**config.mk**
```make
export PLATFORM = sky130hd
export DESIGN_NAME = counter_bounded
export DESIGN_NICKNAME = d
export VERILOG_FILES = /design/src/rtl/counter_pkg.sv /design/src/rtl/counter_bounded_next.sv /design/src/rtl/counter_bounded.sv
export SDC_FILE = /design/constraint.sdc
export NUM_CORES = 1
export LEC_CHECK = 0
export CAP_MARGIN = 10
export CORE_MARGIN = 3
export CORE_UTILIZATION = 35
export DETAILED_ROUTE_END_ITERATION = 12
export PLACE_DENSITY = 0.66
export SLEW_MARGIN = 20
export SYNTH_ARGS = -nofsm -noshare
export SYNTH_HDL_FRONTEND = slang
export SYNTH_SLANG_ARGS = --single-unit
```
**constraint.sdc**
```tcl
create_clock -name clk -period 10 [get_ports clk]
set_input_delay 1.5 -clock clk [delete_from_list [all_inputs] [get_ports clk]]
set_output_delay 1.5 -clock clk [all_outputs]
set_load 0.02 [all_outputs]
```
**src/rtl/counter_pkg.sv**
```systemverilog
// Shared constants for the bounded sequencing counter.
// Latency: n/a (declarations only).
// Backpressure: n/a.
//
// Boundary mode encodings and a helper that folds the reserved code onto wrap.
package counter_pkg;

    localparam logic [1:0] MODE_WRAP    = 2'b00;
    localparam logic [1:0] MODE_SAT     = 2'b01;
    localparam logic [1:0] MODE_ONESHOT = 2'b10;

    // 2'b11 is reserved and behaves exactly like wrap.
    function automatic logic is_wrap_mode(input logic [1:0] mode);
        return (mode != MODE_SAT) && (mode != MODE_ONESHOT);
    endfunction

endpackage

```
**src/rtl/counter_bounded_next.sv**
```systemverilog
// Next-count arithmetic and boundary detection for counter_bounded.
// Latency: purely combinational.
// Backpressure: none.
//
// Ports: cnt/step/updown/min_count/max_count in; nxt (raw stepped value),
// evt_up (cnt+step overshoots max), evt_dn (cnt-step undershoots min) out.
module counter_bounded_next #(
    parameter int WIDTH  = 36,
    parameter int STEP_W = 8
) (
    input  logic [WIDTH-1:0]  cnt,
    input  logic [STEP_W-1:0] step,
    input  logic              updown,
    input  logic [WIDTH-1:0]  min_count,
    input  logic [WIDTH-1:0]  max_count,
    output logic [WIDTH-1:0]  nxt,
    output logic              evt_up,
    output logic              evt_dn
);

    logic [WIDTH:0] step_ext;
    logic [WIDTH:0] sum_up;
    logic [WIDTH:0] sum_dn;

    // One extra bit so neither carry nor borrow is lost before comparing.
    assign step_ext = {{(WIDTH + 1 - STEP_W){1'b0}}, step};
    assign sum_up   = {1'b0, cnt} + step_ext;
    assign sum_dn   = {1'b0, cnt} - step_ext;

    assign evt_up = sum_up > {1'b0, max_count};
    // Top bit set means the subtraction went negative, which is below any min.
    assign evt_dn = sum_dn[WIDTH] | (sum_dn[WIDTH-1:0] < min_count);

    assign nxt = updown ? sum_up[WIDTH-1:0] : sum_dn[WIDTH-1:0];

endmodule

```
**src/rtl/counter_bounded.sv**
```systemverilog
// Up/down counter with programmable step, runtime bounds and wrap/saturate/one-shot mode.
// Latency: inputs sampled at edge N appear on cnt/tc/ovf/done after edge N; no comb in->out.
// Backpressure: none; ena is advisory, done freezes counting until load or rst.
//
// Ports: clk, rst (async high); ena, updown, step, min_count, max_count, mode,
// load, load_val, clr_ovf in; cnt, tc (terminal pulse), ovf (sticky wrap), done out.
module counter_bounded
    import counter_pkg::*;
#(
    parameter int               WIDTH   = 36,
    parameter int               STEP_W  = 8,
    parameter logic [WIDTH-1:0] RST_VAL = '0
) (
    input  logic              clk,
    input  logic              rst,
    input  logic              ena,
    input  logic              updown,
    input  logic [STEP_W-1:0] step,
    input  logic [WIDTH-1:0]  min_count,
    input  logic [WIDTH-1:0]  max_count,
    input  logic [1:0]        mode,
    input  logic              load,
    input  logic [WIDTH-1:0]  load_val,
    input  logic              clr_ovf,
    output logic [WIDTH-1:0]  cnt,
    output logic              tc,
    output logic              ovf,
    output logic              done
);

    logic [WIDTH-1:0] nxt;
    logic             evt_up;
    logic             evt_dn;
    logic             evt;
    logic             adv;

    logic [WIDTH-1:0] cnt_d;
    logic             tc_d;
    logic             ovf_d;
    logic             done_d;

    counter_bounded_next #(
        .WIDTH  (WIDTH),
        .STEP_W (STEP_W)
    ) u_next (
        .cnt       (cnt),
        .step      (step),
        .updown    (updown),
        .min_count (min_count),
        .max_count (max_count),
        .nxt       (nxt),
        .evt_up    (evt_up),
        .evt_dn    (evt_dn)
    );

    assign evt = updown ? evt_up : evt_dn;
    // A zero step is a hold; it must not raise an event even if cnt sits outside the bounds.
    assign adv = ena && !done && (step != '0);

    always_comb begin
        cnt_d  = cnt;
        tc_d   = 1'b0;
        ovf_d  = ovf;
        done_d = done;

        if (clr_ovf) begin
            ovf_d = 1'b0;
        end

        if (load) begin
            cnt_d  = load_val;
            done_d = 1'b0;
        end else if (adv) begin
            if (evt) begin
                tc_d = 1'b1;
                if (is_wrap_mode(mode)) begin
                    cnt_d = updown ? min_count : max_count;
                    ovf_d = 1'b1;   // overrides a same-cycle clr_ovf
                end else begin
                    cnt_d = updown ? max_count : min_count;
                    if (mode == MODE_ONESHOT) begin
                        done_d = 1'b1;
                    end
                end
            end else begin
                cnt_d = nxt;
            end
        end
    end

    always_ff @(posedge clk or posedge rst) begin
        if (rst) begin
            cnt  <= RST_VAL;
            tc   <= 1'b0;
            ovf  <= 1'b0;
            done <= 1'b0;
        end else begin
            cnt  <= cnt_d;
            tc   <= tc_d;
            ovf  <= ovf_d;
            done <= done_d;
        end
    end

endmodule

```
==> results.sh <==
export IMPL_status="finished clean"
export IMPL_cap_violations=0
export IMPL_dpl_hpwl_um=21100
export IMPL_powerDensity_nw_per_um2=121
export IMPL_setup_violations=0
export IMPL_cts_setup_buffers=0
export IMPL_synth_edff_count=0
export IMPL_combPwrFrac=0.620
export IMPL_wl_um=27600
export IMPL_synthTopCellsByArea="ha_1 (15%), dfrtp_1 (13%), xnor2_1 (7.5%), a21oi_1 (6.2%), nand2_1 (5.4%)"
export IMPL_dr_first_iter_drc_count=812
export IMPL_r2r_end="cnt[2]"
export IMPL_worst_slack_ns=1.79
export IMPL_synth_top_area_frac=0.150
export IMPL_pre_cts_ws_ns=1.68
export IMPL_grt_met1_usage=0.334
export IMPL_cp_start_kind="input pin"
export IMPL_worst_slew_pin_slew_ns=1.07
export IMPL_max_slew_margin=0.281
export IMPL_ant_nets=0
export IMPL_met3_usage=0.0379
export IMPL_fin_skew_ns=0.00438
export IMPL_syn_area_per_cell_um2=6.89
export IMPL_grt_busiest_layer="met2"
export IMPL_timing_rr_start="cnt[4]"
export IMPL_yosysTopAreaCell="ha_1"
export IMPL_cts_max_level=2
export IMPL_fillers=2107
export IMPL_synth_seq_cells=39
export IMPL_nNetsFinal=1377
export IMPL_die_w_um=151
export IMPL_cts_tree="done"
export IMPL_clockRootBuffer="clkbuf_16"
export IMPL_numCtsBuffers=5
export IMPL_synth_fp_nets=1279
export IMPL_drive_above_1_share=0.0344
export IMPL_syn_inst=1065
export IMPL_internal_power_uw=566
export IMPL_critPathMaxFanout=20
export IMPL_grt_pass1_wl_um=42400
export IMPL_worst_ep_arrival_time_ns=8.44
export IMPL_synth_yosys_warnings=0
export IMPL_cts_path_max_buffers=2
export IMPL_grt_overflow=0
export IMPL_drc=0
export IMPL_cp_end_kind="flip-flop"
export IMPL_final_area_um2=9170
export IMPL_fin_crit_ns=8.21
export IMPL_worstRegToRegCells=18
export IMPL_p_sw_uw=543
export IMPL_cts_resized=0
export IMPL_tns_ns=0
export IMPL_fmax_mhz=122
export IMPL_rrSetupSlack_ns=3.12
export IMPL_die_h_um=151
export IMPL_num_vias=8176
export IMPL_clock_latency_ns=0.30
export IMPL_power_frac_seq=0.229
export IMPL_use_met2=0.375
export IMPL_hold_violations=0
export IMPL_post_drt_wl_per_cell_um=19.2
export IMPL_synth_cell_types=68
export IMPL_initial_core_util=0.359
export IMPL_async_reset_ff_frac=1.00
export IMPL_leakagePower_nw=3.92
export IMPL_pin_count=163
export IMPL_firstDrtPassIters=7
export IMPL_grt_pass1_vias=7672
export IMPL_core_area_um2=20400
export IMPL_antenna_found_initial=0
export IMPL_whs_ns=0.516
export IMPL_hp_class="flip-flop to flip-flop"
export IMPL_rsz0062_at_grt="false"
export IMPL_portBuffers=162
export IMPL_synth_area_um2=7330
export IMPL_num_rows=52
export IMPL_grt_max_degree=77
export IMPL_antenna_cells=0
export IMPL_fin_crit_sh=0.821
export IMPL_netSwitchingFraction=0.490
export IMPL_avgViaCountPerCell=5.70
export IMPL_die_area_um2=22700
export IMPL_clk_pin_slew_ns=0.07
export IMPL_synth_seq_area_share=0.133
export IMPL_cts_hold_buf=0
export IMPL_irDropWorstVdd_uv=59.1
export IMPL_synthFlopType="dfrtp_1"
export IMPL_cts_sinks=39
export IMPL_critical_path_class="input pin to flip-flop"
export IMPL_cp_data_required_time_ns=10.24
export IMPL_crit_end="cnt[2]"
export IMPL_slew_violations=0
export IMPL_crit_start="step[4]"
export IMPL_grt_usage=0.236
export IMPL_syn_to_final_growth_pct=25.0
export IMPL_p_clk_frac=0.151
export IMPL_globalplace_congestion=0.968
export IMPL_placed_area_um2=9020
[worst min-delay path by stage]
| stage | cells after the start | slack (ns) | startpoint | endpoint |
|---|---|---|---|---|
| after floorplan | 2 | 0.61 | done | done |
| after global placement | 1 | 0.50 | ovf | ovf |
| after detailed placement | 1 | 0.49 | ovf | ovf |
| after CTS | 1 | 0.52 | ovf | ovf |
| after global routing | 1 | 0.53 | ovf | ovf |
| final | 1 | 0.52 | ovf | ovf |
[final cells by class]
type                       count  area (um^2)  area share
multi-input combinational    849         5650       0.616
timing repair buffer         175         1710       0.187
sequential                    39          976       0.106
inverter                      93          349      0.0381
tap                          270          338      0.0369
clock buffer                   5          125      0.0137
clock inverter                 3         15.0     0.00164
[cell usage in the layout (no fill, tap or decap), types with 25 or more instances in the layout]
| cell type | Yosys | layout |
|---|---|---|
| xnor2_1 | 63 | 63 |
| nor3_1 | 29 | 29 |
| ha_1 | 88 | 88 |
| dfrtp_1 | 39 | 39 |
| o21ai_0 | 47 | 47 |
| nand3_1 | 52 | 52 |
| xor2_1 | 26 | 25 |
| nor2_1 | 92 | 91 |
| inv_1 | 93 | 93 |
| nand2_1 | 106 | 106 |
| a21oi_1 | 91 | 91 |
| clkdlybuf4s50_1 | 0 | 161 |
| nand4_1 | 38 | 38 |
[through the flow]
stage,utilization,cells,power [mW]
CTS,0.449,1434,1.11
detailed placement,0.442,1426,0.933
global route,0.449,1434,1.19
floorplan,-,1065,0.697
finish,0.449,1434,1.11
global placement,0.442,1426,0.927
[sequential cells by signal, indices dropped and copies added, names as in the netlist]
name  cells
ovf       1
tc        1
done      1
cnt      36
[worst max-delay path: stages]
cell	delay (ns)
clkdlybuf4s50_1	0.50
inv_1	0.05
ha_1	0.43
nor3_1	0.21
o21ai_0	0.22
a31oi_1	0.59
nor2_1	0.24
nor3_1	0.57
nand2_1	0.15
xnor2_1	0.16
ha_1	0.32
nand4_1	0.18
nor4_1	0.83
and3_1	0.33
a21oi_1	0.08
o21ai_0	0.10
nand4_1	0.87
buf_4	0.57
a2111o_1	0.44
nand3_1	0.08
[cells in the mapped netlist, types with 29 or more instances]
| library cell | n |
|---|---|
| nor3_1 | 29 |
| nand3_1 | 52 |
| clkbuf_1 | 55 |
| nand4_1 | 38 |
| inv_1 | 93 |
| nor2_1 | 92 |
| o21ai_0 | 47 |
| a21oi_1 | 91 |
| ha_1 | 88 |
| nand2_1 | 106 |
| dfrtp_1 | 39 |
| xnor2_1 | 63 |
[layer usage]
| metal | vias to the layer above | share of wire |
|---|---|---|
| met4 | 0 | 0.021 |
| li1 | 3980 | - |
| met5 | - | 0 |
| met1 | 3785 | 0.45 |
| met2 | 371 | 0.45 |
| met3 | 40 | 0.077 |
[cell families (layout without fill, tap and decap cells)]
| logic type | after synthesis | after routing | synth area share |
|---|---|---|---|
| AOI/OAI and AO/OA | 258 | 258 | 0.224 |
| and+or+nand+nor | 407 | 407 | 0.274 |
| xor gates and xnor gates | 89 | 89 | 0.106 |
| adders and majority gates | 90 | 90 | 0.156 |
| DFF | 39 | 39 | 0.133 |
| buffers and inverters | 177 | 276 | 0.0998 |
| muxes | 5 | 5 | 0.00699 |
[power by group through the flow]
stage / registers [mW] / clock network [mW] / logic, mW
2_1_floorplan: 0.232 / 0 / 0.465
3_3_place_gp: 0.255 / 0 / 0.672
3_5_place_dp: 0.255 / 0 / 0.679
4_1_cts: 0.252 / 0.170 / 0.683
5_1_grt: 0.259 / 0.175 / 0.758
6_report: 0.254 / 0.168 / 0.688
Note: power is estimated with default switching activity, not from simulation.
